[config.mk]
export PLATFORM = sky130hd
export DESIGN_NAME = score_ctrl
export DESIGN_NICKNAME = d
export VERILOG_FILES = /design/src/rtl/score_ctrl.sv
export SDC_FILE = /design/constraint.sdc
export NUM_CORES = 1
export LEC_CHECK = 0
export BUFFER_PORTS_ARGS = -buffer_cell sky130_fd_sc_hd__buf_2
export CORE_UTILIZATION = 25
export CTS_CLUSTER_DIAMETER = 30
export DETAILED_ROUTE_END_ITERATION = 16
export PLACE_DENSITY = 0.44
export RECOVER_POWER = 100
export SLEW_MARGIN = 10
export SYNTH_ARGS = -nofsm -noshare
export SYNTH_HDL_FRONTEND = slang
export SYNTH_SLANG_ARGS = --single-unit
export TNS_END_PERCENT = 100
[constraint.sdc]
create_clock -name clk -period 2.1 [get_ports clk]
set_input_delay 0.105 -clock clk [delete_from_list [all_inputs] [get_ports clk]]
set_output_delay 0.105 -clock clk [all_outputs]
set_load 0.005 [all_outputs]
[src/rtl/score_ctrl.sv]
// score_ctrl: arbitrates point requests from two players, keeps per-player counts,
// detects the winning score and publishes frame-stable scores for the digit renderer.
//
// Optional feature macro: SCORE_FLASH_EN. When defined, the winner's digit blinks
// while the game is over, with a half-period of FLASH_FRAMES frames.
//
// Ports:
//   clk          system clock (vsync_i is synchronous to it)
//   rst_n        asynchronous active-low reset
//   pt0_req_i    player 0 point request, level, held until pt0_ack_o
//   pt1_req_i    player 1 point request, level, held until pt1_ack_o
//   vsync_i      VGA vsync, active-low; falling edge marks the frame boundary
//   restart_i    one-cycle pulse that starts a new game
//   pt0_ack_o    one-cycle grant pulse to player 0
//   pt1_ack_o    one-cycle grant pulse to player 1
//   score0_o     frame-latched player 0 count (right digit)
//   score1_o     frame-latched player 1 count (left digit)
//   digit_en_o   per-digit enable; bit0 = score0, bit1 = score1
//   game_over_o  high while the game is over
//   winner_o     2'b01 player 0 won, 2'b10 player 1 won, 2'b00 none
module score_ctrl #(
  parameter int unsigned WIN_SCORE    = 9,
  parameter int unsigned FLASH_FRAMES = 30
) (
  input  logic       clk,
  input  logic       rst_n,
  input  logic       pt0_req_i,
  input  logic       pt1_req_i,
  input  logic       vsync_i,
  input  logic       restart_i,
  output logic       pt0_ack_o,
  output logic       pt1_ack_o,
  output logic [3:0] score0_o,
  output logic [3:0] score1_o,
  output logic [1:0] digit_en_o,
  output logic       game_over_o,
  output logic [1:0] winner_o
);

  localparam logic [3:0] WinCnt = 4'(WIN_SCORE);

  typedef enum logic [1:0] {StPlay, StCheck, StOver} state_e;

  state_e     state_q, state_d;
  logic [3:0] cnt0_q, cnt0_d, cnt1_q, cnt1_d;
  logic [3:0] score0_q, score1_q;
  logic [1:0] winner_q, winner_d;
  logic       rr_q, rr_d;
  logic       ack0_q, ack0_d, ack1_q, ack1_d;
  logic       vsync_q;
  logic       frame_edge;

  assign frame_edge = vsync_q & ~vsync_i;

  always_comb begin
    state_d  = state_q;
    cnt0_d   = cnt0_q;
    cnt1_d   = cnt1_q;
    winner_d = winner_q;
    rr_d     = rr_q;
    ack0_d   = 1'b0;
    ack1_d   = 1'b0;
    if (restart_i) begin
      // Requests seen alongside restart stay pending for the next PLAY sample.
      cnt0_d   = 4'd0;
      cnt1_d   = 4'd0;
      winner_d = 2'b00;
      rr_d     = 1'b0;
      state_d  = StPlay;
    end else begin
      case (state_q)
        StPlay: begin
          if (pt0_req_i && pt1_req_i) begin
            rr_d = ~rr_q;
          end
          if (pt0_req_i && (!pt1_req_i || !rr_q)) begin
            ack0_d  = 1'b1;
            cnt0_d  = (cnt0_q < WinCnt) ? cnt0_q + 4'd1 : cnt0_q;
            state_d = StCheck;
          end else if (pt1_req_i) begin
            ack1_d  = 1'b1;
            cnt1_d  = (cnt1_q < WinCnt) ? cnt1_q + 4'd1 : cnt1_q;
            state_d = StCheck;
          end
        end
        StCheck: begin
          if (cnt0_q == WinCnt) begin
            winner_d = 2'b01;
            state_d  = StOver;
          end else if (cnt1_q == WinCnt) begin
            winner_d = 2'b10;
            state_d  = StOver;
          end else begin
            state_d = StPlay;
          end
        end
        StOver: begin
          // Ack and discard so no requester deadlocks; skip the cycle after an ack
          // while the requester is still dropping its level.
          ack0_d = pt0_req_i & ~ack0_q;
          ack1_d = pt1_req_i & ~ack1_q;
        end
        default: state_d = StPlay;
      endcase
    end
  end

  always_ff @(posedge clk or negedge rst_n) begin
    if (!rst_n) begin
      state_q  <= StPlay;
      cnt0_q   <= 4'd0;
      cnt1_q   <= 4'd0;
      score0_q <= 4'd0;
      score1_q <= 4'd0;
      winner_q <= 2'b00;
      rr_q     <= 1'b0;
      ack0_q   <= 1'b0;
      ack1_q   <= 1'b0;
      vsync_q  <= 1'b1;
    end else begin
      state_q  <= state_d;
      cnt0_q   <= cnt0_d;
      cnt1_q   <= cnt1_d;
      winner_q <= winner_d;
      rr_q     <= rr_d;
      ack0_q   <= ack0_d;
      ack1_q   <= ack1_d;
      vsync_q  <= vsync_i;
      // Latch the pre-update counts so a coincident increment shows next frame.
      if (frame_edge) begin
        score0_q <= cnt0_q;
        score1_q <= cnt1_q;
      end
    end
  end

`ifdef SCORE_FLASH_EN
  logic [7:0] flash_cnt_q, flash_cnt_d;
  logic       blink_q, blink_d;

  always_comb begin
    flash_cnt_d = flash_cnt_q;
    blink_d     = blink_q;
    if (state_q != StOver || state_d != StOver) begin
      flash_cnt_d = 8'd0;
      blink_d     = 1'b0;
    end else if (frame_edge) begin
      if (flash_cnt_q >= 8'(FLASH_FRAMES - 1)) begin
        flash_cnt_d = 8'd0;
        blink_d     = ~blink_q;
      end else begin
        flash_cnt_d = flash_cnt_q + 8'd1;
      end
    end
  end

  always_ff @(posedge clk or negedge rst_n) begin
    if (!rst_n) begin
      flash_cnt_q <= 8'd0;
      blink_q     <= 1'b0;
    end else begin
      flash_cnt_q <= flash_cnt_d;
      blink_q     <= blink_d;
    end
  end

  // Only the winner's bit blinks; blink_q is zero outside OVER.
  assign digit_en_o = ~(winner_q & {2{blink_q}});
`else
  assign digit_en_o = 2'b11;
`endif

  assign pt0_ack_o   = ack0_q;
  assign pt1_ack_o   = ack1_q;
  assign score0_o    = score0_q;
  assign score1_o    = score1_q;
  assign winner_o    = winner_q;
  assign game_over_o = (state_q == StOver);

endmodule
## Word-level counts from Yosys, hierarchy flattened

Cells that the tools add are included.

- Eq/ne operators: 7
- Multiplexer cells: 29
- Shift operators: 0
- Order comparisons: 2
- Reductions and logical operators: 19
- Bitwise gates (word level): 7
- Add/sub/neg operators: 2
- Divide/modulo/power cells: 0
- Multipliers: 0

Operators with widths:

| cell | number |
|---|---|
| $mux 4 | 9 |
| $mux 2 | 9 |
| $reduce_bool 2->1 | 7 |
| $add 4x1->4 const B | 2 |
| $eq 4x4->1 const B | 2 |
| $lt 4x4->1 const B | 2 |
| $mux 1 | 8 |
| $pmux 2 s3 | 1 |
| $reduce_and 2->1 | 3 |
| $ne 2x2->1 const B | 2 |
| $ne 4x4->1 const B | 1 |
| $not 1->1 | 4 |
| $pmux 1 s2 | 2 |
| $reduce_and 4->1 | 1 |
| $and 1x1->1 | 3 |
| $reduce_and 3->1 | 1 |
| $reduce_bool 3->1 | 1 |
| $eq 2x1->1 const B | 1 |
| $eq 2x2->1 const B | 1 |
| $logic_and 1x1->1 | 2 |
| $logic_not 1->1 | 2 |
| $logic_not 2->1 | 1 |
| $logic_or 1x1->1 | 1 |

- RAM bits: 0
- Bits of input ports: 6
- ROM bits: 0
- Register bits after elaboration: 24
- Word-level logic and storage cells: 76
- Output and inout port bits: 15
- Memories kept: 0
- Latch bits: 0

## Logic depth before layout (Yosys ltp)

Gate-level depths: netlist of the first run.

- Depth in word-level cells: 6
- Gate-level depth with buffers: 5
- Mapped depth without buffers: 5

## Worst setup path after synthesis of the first run

No wires, ideal clock.

- Path type: register to register
- From: register state_q[0]
- To: register cnt1_q[2]
- Stages on the path, launching flop included: 4
- Path buffers: 0
- Setup slack: 0.481 ns
- Setup time: 0.128 ns
- Data arrival time: 1.491 ns
- Clock period less this slack: 1.619 ns
- Path through: dfrtp_1 or3b_4 a2111oi_2 mux2_1

- Cells in the longest elaborated chain, start to end: 3

RTL lines:

| element | line | RTL |
|---|---|---|
| start, declared | 44 | `state_e state_q, state_d;` |
| start signal, assigned | 110 | `state_q <= StPlay;` |
| start signal, assigned | 121 | `state_q <= state_d;` |
| $logic_not 2->1 | 71 | `case (state_q)` |
| $reduce_bool 2->1 (no line) | n/a |  |
| $reduce_and 4->1 (no line) | n/a |  |
| end signal, assigned | 123 | `cnt1_q <= cnt1_d;` |
| end, declared | 45 | `logic [3:0] cnt0_q, cnt0_d, cnt1_q, cnt1_d;` |

No other way between the ends.
A chain may end at the register's enable or synchronous reset.

## Final worst setup path of the first run

Ends and elaborated chain as after synthesis.

==> metrics.txt, run 1 <==
status finished, violations left; failing checks design-rule violations; Max Fclk 566 MHz; largest net degree at the start of global routing 25; TritonCTS clock tree yes; diode count 0; initial antenna violation count 0; worst setup margin 0.333 ns; maximum vdd drop 0.000178 V; critical path's largest stage delay 0.45 ns; clk sink count 24; root buffer cell clkbuf_8; Top-Level Pins 21; flop2flop setup slack 0.33 ns; non-filler instance count after layout 186; Tot GR Track Use 10.5%; Critical Path AT 1.91 ns; share of layout cells above drive strength 1 20.9%; first-pass GRT wire length 4.11 mm; pwr dens 651 nW/µm²; R2R depth 3; vias 840; most frequent cells after synthesis dfrtp_1, nand2_1, nor2_1; Comb power frac 11.4%; reg2reg start state_q[0]$_DFFE_PN0P_; WHS Path Cells 3; Clock power frac 33.7%; number of max-cap violations 0; Final period util 84.1%; worst-path maximum fanout 7; Worst-Margin Slew 1.28 ns; area leader, netlist dfrtp_1; Post-CTS Setup Inserts 0; Synth warnings 0; synthesized area 1200 µm²; initial core utilization 26.8%; count of final setup violators 0; post-CTS resize count 0; drt pass-1 iters 10; synth top area cells dfrtp_1, ha_1, mux2_2; Longest Clk Path Bufs 2; sw frac 23.6%; grt ovf 0; ys flop type dfrtp_1; max_slew headroom 14.6%; Detail Placement HPWL 1.75 mm; Worst Hold Path EP state_q[0]$_DFFE_PN0P_; Internal 691 µW; cell count after synthesis 112; crit end category flop; cell leakage power 0.656 nW; Avg Inst Size Synth 10.7 µm²; CP startpoint kind flop; Worst Hold Class in2reg; vias in the first global route 859; Final Hold Viols 0; Async S/R FF share, synth 100%; Fin Hold WS 0.134 ns; Worst Min Path Start pt0_req_i; H-tree levels 1; clock-pin slew on the worst setup and hold paths 0.08 ns; Worst EP required 2.25 ns; Crit-path slowest cell a2111oi_0; detailed-route wire length per cell 12.5 µm; Die H 71.2 µm; Placed Cells 180; Routed WL 2.33 mm; #FFs+latches synth 24; share of the synthesized area in the top cell type 48.0%; Die Footprint 5080 µm²; Die Width 71.2 µm; number of buffers created by CTS 3; count leader, synth dfrtp_1; initial detailed-routing violation count 28; Row Count 24; worst r2r dst cnt1_q[2]$_DFFE_PN0P_; Seq/Total Area, Yosys 50.2%; unrepaired setup endpoints after global routing no; clk_skew 0.00108 ns; crit-path cells or3b_1 > a2111oi_0 > mux2_1; Worst-Skew Late Latency 0.26 ns; pre-CTS WS 0.407 ns; post-route antenna net violation count 0; count of cell types in the netlist 36; Layout Nets 147; GP Congestion 0.783; Util after Layout 31.0%; IO buf count 18; hold buffers post-CTS 2; Vias/cell 4.52; cell family with the largest share of critical-path delay compound AO/OA/AOI/OAI gates; Buf+Inv Stages, Crit Path 0; NetSw 214 µW; max-slew violations 0; Area Overhead vs Synth 15.9%; Final TNS setup 0 ns; Setup CP Type reg2reg; Core Region 4470 µm²; Final Critical Period 1.77 ns; share of power burned in registers 55.0%; DRC 1; Post-synth EDFFs 0
==> routing by layer <==
layer	vias up	track usage [%]	part of all wire [%]
met2	9	18.0	51
li1	420	-	-
met4	0	5.33	1.5
met5	-	0	0
met1	409	12.9	46
met3	2	1.41	2.1
==> final cells by class <==
cell class | instances | area [µm²]
repair buffers | 21 | 109
multi-input cells | 76 | 524
fillers | 465 | 3090
inverters | 9 | 33.8
well taps | 52 | 65.1
clock buffers | 4 | 55.1
flip-flops and latches | 24 | 602
==> registers in the layout (all words and copies together), names as in the netlist <==
name / flops
score0_o: 4
rr_q: 1
score1_o: 4
vsync_q: 1
cnt0_q: 4
cnt1_q: 4
state_q: 2
pt0_ack_o: 1
pt1_ack_o: 1
winner_o: 2
==> worst max-delay path by stage <==
stage / startpoint / end / slack [ns] / cells past startpoint
after CTS: state_q[0]$_DFFE_PN0P_ / cnt0_q[0]$_DFFE_PN0P_ / 0.39 / 3
after detailed placement: state_q[0]$_DFFE_PN0P_ / cnt0_q[0]$_DFFE_PN0P_ / 0.41 / 3
after floorplan: state_q[0]$_DFFE_PN0P_ / cnt1_q[2]$_DFFE_PN0P_ / 0.48 / 3
final: state_q[0]$_DFFE_PN0P_ / cnt1_q[2]$_DFFE_PN0P_ / 0.33 / 3
after global placement: cnt0_q[0]$_DFFE_PN0P_ / cnt0_q[0]$_DFFE_PN0P_ / 0.45 / 5
after global routing: state_q[0]$_DFFE_PN0P_ / cnt1_q[2]$_DFFE_PN0P_ / 0.23 / 3
==> cells by family after synthesis <==
family | after synthesis | synth area share (%)
and+or+nand+nor | 39 | 16.8
DFF | 24 | 50.2
AOI/OAI and AO/OA | 19 | 12.8
buffers and inverters | 13 | 4.70
muxes | 9 | 8.14
adders and majority gates | 6 | 6.26
other | 1 | 0.313
xor gates and xnor gates | 1 | 0.731
==> cell usage in the layout, fill, tap and decap left out, types with 4 or more instances in the layout <==
cell type  count
clkbuf_1       5
nand2_1       13
mux2_2         5
buf_2         14
ha_1           6
dfrtp_1       23
nor2_1        10
clkbuf_8       4
o21ai_0        6
inv_1          8
nand2b_1       5
==> metrics by stage <==
stage	power [mW]	instance area (µm²)
global route	0.965	1390
CTS	0.936	1420
global placement	0.615	1340
detailed placement	0.616	1340
floorplan	0.573	1200
finish	0.904	1390
==> tightest hold or removal path: cells and delay by family <==
kind | cells | cell delay, ns
buf+inv | 1 | 0.12
simple gates | 2 | 0.13
==> power by group through the flow <==
| stage | combinational [mW] | clock (mW) | sequential (mW) |
|---|---|---|---|
| finish | 0.103 | 0.305 | 0.497 |
| global route | 0.120 | 0.344 | 0.501 |
| CTS | 0.113 | 0.326 | 0.497 |
| detailed placement | 0.109 | 0 | 0.507 |
| global placement | 0.109 | 0 | 0.506 |
| floorplan | 0.0679 | 0 | 0.505 |
(Power assumes the default switching activity.)
==> run 2: changes to the inputs <==
--- a/config.mk
+++ b/config.mk
@@ -5,6 +5,7 @@
 export SDC_FILE = /design/constraint.sdc
 export NUM_CORES = 1
 export LEC_CHECK = 0
+export ABC_AREA = 1
 export BUFFER_PORTS_ARGS = -buffer_cell sky130_fd_sc_hd__buf_2
 export CORE_UTILIZATION = 25
 export CTS_CLUSTER_DIAMETER = 30
==> constraint.sdc (replaced) <==
create_clock -name clk -period 1.74 [get_ports clk]
set_input_delay 0.087 -clock clk [delete_from_list [all_inputs] [get_ports clk]]
set_output_delay 0.087 -clock clk [all_outputs]
set_load 0.005 [all_outputs]
==> run 2 against run 1 <==
The run now ends clean. Via count is 17% higher. Clock-buffer cell count is 1 lower. Cell count is 25% higher. Routed wire length is 9.7% higher. Register-to-register slack better by 0.03 ns. Sequential share of layout area is 1.9 points lower. Clock power is 62% higher. Sequential cell count stayed put. Largest cell class unchanged. Die area is 4.5% higher. Fmax is 28% higher. Worst setup slack better by 0.028 ns. Critical endpoint is now cnt1_q[0]$_DFFE_PN0P_. Final area is 4.6% higher.
==> metrics.txt, run 2 <==
Worst Hold Class in2reg; crit end category flop; Seq/Total Area, Yosys 48.0%; Reg area 602 µm²; Vias/cell 4.23; Die Width 72.8 µm; Worst EP required 1.95 ns; Die H 72.8 µm; Core Region 4790 µm²; count of final setup violators 0; Worst-Skew Late Latency 0.27 ns; Worst Hold Path EP pt0_ack_o$_DFF_PN0_; share of the synthesized area in the top cell type 45.9%; unrepaired setup endpoints after global routing no; Top-Level Pins 21; initial core utilization 26.2%; Worst-Margin Slew 0.621 ns; grt ovf 0; Critical Path AT 1.59 ns; largest net degree at the start of global routing 25; layout filler cell count 511; gr busiest metal met2; flop2flop setup slack 0.36 ns; drt pass-1 iters 4; synth top area cells dfrtp_1, nand2_1, ha_1; R2R depth 8; GR Util met1 13.9%; Post-synth EDFFs 0; max-slew violations 0; Max Fclk 725 MHz; worst r2r dst cnt1_q[0]$_DFFE_PN0P_; diode count 0; vias in the first global route 1,015; count of cell types in the netlist 27; DRC 0; cell leakage power 0.720 nW; clock-pin slew on the worst setup and hold paths 0.09 ns; commonest non-fill, non-tap cell in the layout nand2_1; most frequent cells after synthesis nand2_1, dfrtp_1, inv_1; TritonCTS clock tree yes; Final Critical Period 1.38 ns; Final Hold Viols 0; Fin Hold WS 0.120 ns; ys flop type dfrtp_1; share of power burned in registers 47.3%; vias 981; pwr dens 982 nW/µm²; Comb power frac 18.0%; sw frac 27.7%; Avg Inst Size Synth 8.65 µm²; Layout Nets 178; Longest Clk Path Bufs 2; status complete, no violations; worst-path maximum fanout 6; Area Overhead vs Synth 15.9%; first-pass GRT wire length 4.63 mm; synthesized area 1250 µm²; pre-CTS WS 0.443 ns; number of max-cap violations 0; reg2reg start cnt1_q[0]$_DFFE_PN0P_; Final TNS setup 0 ns; Internal 1.03 mW; max_slew headroom 58.6%; WHS Path Cells 3; Setup CP Type reg2reg; maximum vdd drop 0.000379 V; count leader, synth nand2_1; post-CTS resize count 0; area of the multi-input gates 538 µm²; Die Footprint 5300 µm²; root buffer cell clkbuf_8; clk sink count 24; #FFs+latches synth 24; NetSw 395 µW; Async S/R FF share, synth 100%; Row Count 25; Clock power frac 34.7%; cell count after synthesis 145; H-tree levels 1; initial antenna violation count 0; met2 Usage GRT 19.8%; worst setup margin 0.361 ns; detailed-route wire length per cell 11.0 µm; Synth warnings 0; Routed WL 2.56 mm; met3 usage 3.45%; Detail Placement HPWL 1.87 mm; CP startpoint kind flop; Worst Min Path Start pt0_req_i; IO buf count 18; most frequent cells in the layout nand2_1, dfrtp_1, inv_1, nand3_1, o21ai_0; Tot GR Track Use 11.4%; CP Launch Point cnt1_q[0]$_DFFE_PN0P_; share of layout cells above drive strength 1 13.9%; Final period util 79.3%; GP Congestion 0.752; initial detailed-routing violation count 30; area leader, netlist dfrtp_1; number of buffers created by CTS 3; post-route antenna net violation count 0; clk_skew 0.00908 ns
[run 2: how the worst max path moves through the flow]
stage / end / slack, ns / cells past startpoint
after floorplan: cnt1_q[0]$_DFFE_PN0P_ / 0.59 / 8
after global placement: cnt1_q[1]$_DFFE_PN0P_ / 0.44 / 8
after detailed placement: cnt1_q[0]$_DFFE_PN0P_ / 0.44 / 8
after CTS: cnt1_q[0]$_DFFE_PN0P_ / 0.42 / 8
after global routing: cnt1_q[2]$_DFFE_PN0P_ / 0.17 / 8
final: cnt1_q[0]$_DFFE_PN0P_ / 0.36 / 8
[run 2: repair_timing]
item,in CTS,in global routing
hold endpoints to repair,24,0
hold buffers,2,0
buffers inserted,0,0
[run 2: layout make-up]
| class | instances | area share, % |
|---|---|---|
| Tap cell | 67 | 5.77 |
| Multi-Input combinational cell | 103 | 37.0 |
| Inverter | 14 | 3.96 |
| Clock buffer | 3 | 2.84 |
| Clock inverter | 1 | 2.07 |
| Timing Repair Buffer | 20 | 6.89 |
| Sequential cell | 24 | 41.4 |
[run 2: through the flow]
step,utilization (%),area [µm²],power [mW],cells
after detailed placement,29.0,1390,0.951,226
after CTS,30.9,1480,1.46,232
final,30.4,1450,1.43,232
after global routing,30.4,1450,1.53,232
after floorplan,-,1260,0.857,146
after global placement,29.0,1390,0.945,226
[run 2: power by group through the flow]
stage | registers [mW] | clock network [mW] | logic (mW)
after floorplan | 0.680 | 0 | 0.177
after global placement | 0.684 | 0 | 0.261
after detailed placement | 0.686 | 0 | 0.265
after CTS | 0.675 | 0.512 | 0.272
after global routing | 0.686 | 0.538 | 0.304
final | 0.674 | 0.495 | 0.257
[run 2: cells by family after synthesis]
logic type / after synthesis / share of synthesized area, %
buffers and inverters: 19 / 7.98
AO/OA/AOI/OAI: 23 / 10.3
adder cells (fa/ha/maj): 6 / 5.99
other: 1 / 0.299
flip-flops: 24 / 48.0
AND/OR/NAND/NOR: 71 / 26.7
XOR/XNOR: 1 / 0.699
[run 2: routing by layer]
metal  up-vias  part of all wire, %
li1        505                    -
met1       460                   47
met2        12                   49
met3         4                  3.0
met4         0                 0.94
met5         -                    0
[run 2: worst max-delay path, stage by stage, from the launching register on]
cell	delay (ns)
dfrtp_1	0.45
inv_1	0.12
ha_1	0.15
nand2_1	0.05
nand3_1	0.08
nand2_2	0.08
nor2_1	0.23
nand2_1	0.09
nand2_1	0.08
